## src/rtl/uart_pkg.sv

```systemverilog
// Shared constants and state encoding for the UART transmit path.
package uart_pkg;

  typedef enum logic [1:0] {
    ST_IDLE  = 2'd0,
    ST_START = 2'd1,
    ST_DATA  = 2'd2,
    ST_STOP  = 2'd3
  } uart_state_e;

  localparam int DATA_BITS = 8;
  localparam int BIT_IDX_W = $clog2(DATA_BITS);
  localparam logic IDLE_LEVEL = 1'b1;
  localparam logic [BIT_IDX_W-1:0] LAST_BIT_IDX = BIT_IDX_W'(DATA_BITS - 1);

endpackage

```

## src/rtl/uart_bit_timer.sv

```systemverilog
// Baud-rate divider: one-cycle bit_tick every CLKS_PER_BIT cycles, restarted by clear.
module uart_bit_timer #(
  parameter int CLKS_PER_BIT = 104
) (
  input  logic CLK,
  input  logic RESET,
  input  logic clear,
  output logic bit_tick
);

  localparam int CNT_W = (CLKS_PER_BIT > 1) ? $clog2(CLKS_PER_BIT) : 1;
  localparam logic [CNT_W-1:0] LAST_CNT = CNT_W'(CLKS_PER_BIT - 1);

  logic [CNT_W-1:0] cnt_q;
  logic [CNT_W-1:0] cnt_d;

  always_comb begin
    bit_tick = (cnt_q == LAST_CNT) && !clear;
    cnt_d    = cnt_q + 1'b1;
    if (clear || bit_tick) begin
      cnt_d = '0;
    end
  end

  always_ff @(posedge CLK) begin
    if (RESET) begin
      cnt_q <= '0;
    end else begin
      cnt_q <= cnt_d;
    end
  end

endmodule

```

## src/rtl/uart_tx_arbiter.sv

```systemverilog
// Two-requester round-robin arbiter feeding a single 8N1 UART transmitter on TXD.
module uart_tx_arbiter
  import uart_pkg::*;
#(
  parameter int CLKS_PER_BIT = 104
) (
  input  logic       CLK,
  input  logic       RESET,
  input  logic       REQ0_VALID,
  input  logic [7:0] REQ0_DATA,
  output logic       REQ0_READY,
  input  logic       REQ1_VALID,
  input  logic [7:0] REQ1_DATA,
  output logic       REQ1_READY,
  output logic       TXD,
  output logic       BUSY,
  output logic       GRANT_ID
);

  uart_state_e          state_q;
  logic [DATA_BITS-1:0] shift_q;
  logic [BIT_IDX_W-1:0] bit_idx_q;
  logic [BIT_IDX_W-1:0] bit_idx_d;
  logic                 txd_q;
  logic                 busy_q;
  logic                 grant_q;
  logic                 last_grant_q;
  logic                 grant_d;
  logic                 accept;
  logic                 timer_clear;
  logic                 bit_tick;

  // With both requesters valid the one that did not win last time goes next.
  always_comb begin
    grant_d = REQ1_VALID;
    if (REQ0_VALID && REQ1_VALID) begin
      grant_d = ~last_grant_q;
    end
    accept      = (state_q == ST_IDLE) && !RESET && (REQ0_VALID || REQ1_VALID);
    REQ0_READY  = accept && !grant_d;
    REQ1_READY  = accept && grant_d;
    bit_idx_d   = bit_idx_q + 1'b1;
    timer_clear = (state_q == ST_IDLE);
  end

  uart_bit_timer #(
    .CLKS_PER_BIT(CLKS_PER_BIT)
  ) u_bit_timer (
    .CLK     (CLK),
    .RESET   (RESET),
    .clear   (timer_clear),
    .bit_tick(bit_tick)
  );

  always_ff @(posedge CLK) begin
    if (RESET) begin
      state_q      <= ST_IDLE;
      shift_q      <= '0;
      bit_idx_q    <= '0;
      txd_q        <= IDLE_LEVEL;
      busy_q       <= 1'b0;
      grant_q      <= 1'b0;
      last_grant_q <= 1'b1;
    end else begin
      case (state_q)
        ST_IDLE: begin
          if (accept) begin
            shift_q      <= grant_d ? REQ1_DATA : REQ0_DATA;
            grant_q      <= grant_d;
            last_grant_q <= grant_d;
            state_q      <= ST_START;
            txd_q        <= 1'b0;
            busy_q       <= 1'b1;
          end
        end
        ST_START: begin
          if (bit_tick) begin
            state_q   <= ST_DATA;
            bit_idx_q <= '0;
            txd_q     <= shift_q[0];
          end
        end
        ST_DATA: begin
          if (bit_tick) begin
            if (bit_idx_q == LAST_BIT_IDX) begin
              state_q <= ST_STOP;
              txd_q   <= IDLE_LEVEL;
            end else begin
              bit_idx_q <= bit_idx_d;
              txd_q     <= shift_q[bit_idx_d];
            end
          end
        end
        ST_STOP: begin
          if (bit_tick) begin
            state_q <= ST_IDLE;
            busy_q  <= 1'b0;
          end
        end
        default: begin
          state_q <= ST_IDLE;
        end
      endcase
    end
  end

  assign TXD      = txd_q;
  assign BUSY     = busy_q;
  assign GRANT_ID = grant_q;

endmodule

```

## config.mk

```make
export PLATFORM = sky130hd
export DESIGN_NAME = uart_tx_arbiter
export DESIGN_NICKNAME = d
export VERILOG_FILES = /design/src/rtl/uart_pkg.sv /design/src/rtl/uart_bit_timer.sv /design/src/rtl/uart_tx_arbiter.sv
export SDC_FILE = /design/constraint.sdc
export NUM_CORES = 1
export LEC_CHECK = 0
export CAP_MARGIN = 5
export CORE_MARGIN = 1.5
export CORE_UTILIZATION = 30
export CTS_CLUSTER_DIAMETER = 50
export DETAILED_ROUTE_END_ITERATION = 16
export PLACE_DENSITY = 0.48
export SYNTH_ARGS = -nofsm -noshare
export SYNTH_HDL_FRONTEND = slang
export SYNTH_SLANG_ARGS = --single-unit
export TNS_END_PERCENT = 10
```

## constraint.sdc

```tcl
create_clock -name CLK -period 4.6 [get_ports CLK]
set_clock_uncertainty 0.1 [all_clocks]
set_input_delay 0.92 -clock CLK [delete_from_list [all_inputs] [get_ports CLK]]
set_output_delay 0.92 -clock CLK [all_outputs]
set_load 0.01 [all_outputs]
```

==> impl_metrics.py <==
metrics = {
    "run_status": {
        "outcome": "completed",
    },
    "min_path": {
        "hp-class": "register to register",
        "hold_depth": 2,
    },
    "power_and_ir_drop": {
        "p_per_area_mw_per_mm2": 417.6,
        "power_leakage_nw": 0.5994,
        "peakVddDrop_mv": 0.2154,
    },
    "drt": {
        "vias": 1054,
        "drc": 0,
        "initialDrtViolationCount": 57,
        "dr.pass1.iters": 4,
        "wl_per_cell_um": 11.67,
        "routed_wirelength_mm": 2.602,
        "postRouteAntennaNets": 0,
        "viasPerCell": 4.726,
    },
    "synthesis": {
        "synth_cells": 151,
        "yosysWarningCount": 0,
        "post-synth-top-area-fraction_pct": 37.10,
        "netlist_top_cells_area": "dfxtp_1, mux2i_1, nor2_1",
        "ys_types": 34,
        "synth_top_area_cell": "dfxtp_1",
        "synth_area_mm2": 0.001295,
        "ys_seq_area_share_pct": 37.10,
        "syn_nets": 178,
        "synth_area_per_cell_um2": 8.576,
        "synth-seq-cells": 24,
    },
    "grt": {
        "met2_usage_pct": 20.19,
        "grt_usage_pct": 13.00,
        "grt_pass1_wl_mm": 4.609,
        "grt-busiest-layer": "met2",
        "first_global_vias": 1058,
        "antenna_found_initial": 0,
        "gr-total-overflow": 0,
        "gr-usage-met1_pct": 17.01,
        "use_met3_pct": 3.084,
        "grt_max_degree": 23,
    },
    "critical_path": {
        "worst_ep_arrival_time_ps": 2870,
        "end_kind": "output port",
        "critPathLaunchType": "primary input",
        "cp_cell_sequence": "clkdlybuf4s50_1 > nor2_1 > or3b_1 > nor2_1 > clkdlybuf4s50_1",
        "cp_num_cells": 5,
        "critPathBufInv": 2,
        "path_class": "primary input to output port",
        "crit_path_max_incr_delay_ps": 590,
        "crit_slowest_cell": "or3b_1",
        "r2r_cells": 6,
        "required_ps": 3580,
        "critPathTopFamily": "buffers and inverters",
        "cp_max_fo": 17,
    },
    "clocking": {
        "cts_buffers": 3,
        "ctsHtreeMaxLevel": 1,
        "cts_buffer_depth": 2,
        "hold_buffers": 0,
        "post_cts_resized": 0,
        "cts_tree": "yes",
        "clk_latency_ps": 270,
        "clkTransAtPathRegs_ps": 90,
        "clkSinkCount": 24,
        "post_cts_buffers": 0,
        "clock_tree.root_cell": "clkbuf_8",
    },
    "timing": {
        "period_needed_ps": 3889,
        "period_share_pct": 84.54,
        "timing.hold.ws_ps": 364.0,
        "hold_viol": 0,
        "slew_headroom_pct": 66.03,
        "setup_ws_ps": 711.1,
        "setup_viol": 0,
        "rsz0062_at_grt": "false",
        "worst_pin_slew_ps": 509.5,
        "max_freq_mhz": 257.1,
        "fin_setup_tns_ps": 0,
        "slew_viol_final": 0,
    },
    "die": {
        "die_h_um": 68.70,
        "io_pins": 25,
        "fp.dieW_um": 68.70,
        "rows": 23,
        "initial_core_util_pct": 31.69,
        "die_area_mm2": 0.004720,
        "core_area_mm2": 0.004086,
    },
    "job": {
        "maxCapViolations": 0,
    },
    "placed_design": {
        "port_buffers": 24,
        "post-place-ws_ps": 720.5,
        "dp_hpwl_mm": 2.029,
        "gp_congestion": 0.7449,
        "dp_cells": 219,
    },
    "layout": {
        "synthToLayoutAreaGrowth_pct": 25.60,
        "n_antenna_cell": 0,
        "drive_above_1_share_pct": 5.780,
        "fin_cells": 223,
        "finalNetCount": 201,
        "fill_cells": 417,
    },
}
synthesized netlist by cell type:
cell type	instances
nand4b_1	1
or3b_1	1
and2_1	1
xor2_1	2
a211o_1	1
nand3_2	1
nor2_1	29
nand2b_1	5
or4_4	1
o21ai_0	2
inv_1	2
nand3_1	3
a21oi_1	16
a22oi_2	1
clkbuf_1	1
nor3b_1	2
buf_6	3
nor3_1	4
a211oi_1	1
a32oi_1	1
a21boi_0	1
mux2i_1	13
or3_1	1
o21ai_1	1
nor4_4	1
ha_1	7
dfxtp_1	24
buf_2	4
a21o_1	2
xnor2_1	3
and3_1	1
nand2_1	12
o22ai_1	1
nand4_1	2
worst reg2reg max path: stages, from the launching register on:
cell,delay [ps]
dfxtp_1,400
ha_1,240
ha_1,350
nor3b_1,70
or4_4,510
a22oi_2,150
o21ai_1,90
layout by cell type, fill, tap and decap left out:
cell             netlist  routed
nor3_1                 4       4
a22oi_2                1       1
a21o_1                 2       2
nand4_1                2       2
a211oi_1               1       1
nand4b_1               1       1
nand3_1                3       3
a211o_1                1       1
bufinv_16              0       1
nor4_4                 1       1
mux2i_1               13      13
a21boi_1               0       1
clkdlybuf4s50_1        0      24
nand2_1               12      12
nand2b_1               5       5
or3_1                  1       1
nor2_1                29      29
xor2_1                 2       2
dfxtp_1               24      24
a32oi_1                1       1
o21ai_0                2       2
nand3_2                1       1
or4_4                  1       1
and3_1                 1       1
buf_4                  0       2
o21ai_1                1       1
ha_1                   7       7
a21oi_1               16      16
xnor2_1                3       3
inv_1                  2       2
o22ai_1                1       1
or3b_1                 1       1
clkbuf_8               0       3
and2_1                 1       1
nor3b_1                2       2
metrics by stage:
| stage | area, um^2 | power (mW) | utilization (%) |
|---|---|---|---|
| 2_1_floorplan | 1295 | 0.4331 | - |
| 3_3_place_gp | 1555 | 0.4958 | 38.06 |
| 3_5_place_dp | 1555 | 0.4980 | 38.06 |
| 4_1_cts | 1627 | 0.6850 | 39.80 |
| 5_1_grt | 1627 | 0.7280 | 39.80 |
| 6_report | 1627 | 0.6792 | 39.80 |
path summary, 6_finish.rpt:
| kind | start | to | slack, ps |
|---|---|---|---|
| min reg2reg | BUSY$_SDFFE_PP0P_ | BUSY$_SDFFE_PP0P_ | 360 |
| max reg2reg | bit_idx_q[0]$_SDFFE_PP0P_ | TXD$_SDFFE_PP1P_ | 2590 |
| min | BUSY$_SDFFE_PP0P_ | BUSY$_SDFFE_PP0P_ | 360 |
| max | REQ0_VALID | REQ0_READY | 710 |
report_power, final:
| part | switching [mW] | internal, mW |
|---|---|---|
| registers | 0.0219 | 0.239 |
| clock network | 0.0710 | 0.116 |
| logic | 0.126 | 0.106 |
cell type report:
cell class              instances  area, um^2  share of cell area [%]
clock buffers                   3       41.29                   2.538
clock inverters                 1       30.03                   1.846
flip-flops and latches         24       480.5                   29.54
repair buffers                 26       255.2                   15.69
multi-input cells             117       749.5                   46.08
well taps                      50       62.56                   3.846
inverters                       2       7.507                  0.4615
logic make-up after synthesis:
logic type,Yosys count,synth area share [%]
simple gates,65,25.22
compound gates,27,12.46
flops,24,37.10
mux,13,10.05
buf+inv,10,5.024
fa+ha+maj,7,6.763
xor+xnor,5,3.382
flip-flops by register name (all words and copies together), names as in the netlist:
name	cells
BUSY	1
TXD	1
shift_q	8
last_grant_q	1
u_bit_timer.cnt_q	7
GRANT_ID	1
state_q	2
bit_idx_q	3
metal layers:
| metal | up-vias | wire, um |
|---|---|---|
| met4 | 0 | 51 |
| li1 | 568 | - |
| met3 | 5 | 109 |
| met1 | 456 | 1336 |
| met5 | - | 0 |
| met2 | 25 | 1106 |
(Power assumes the default switching activity.)
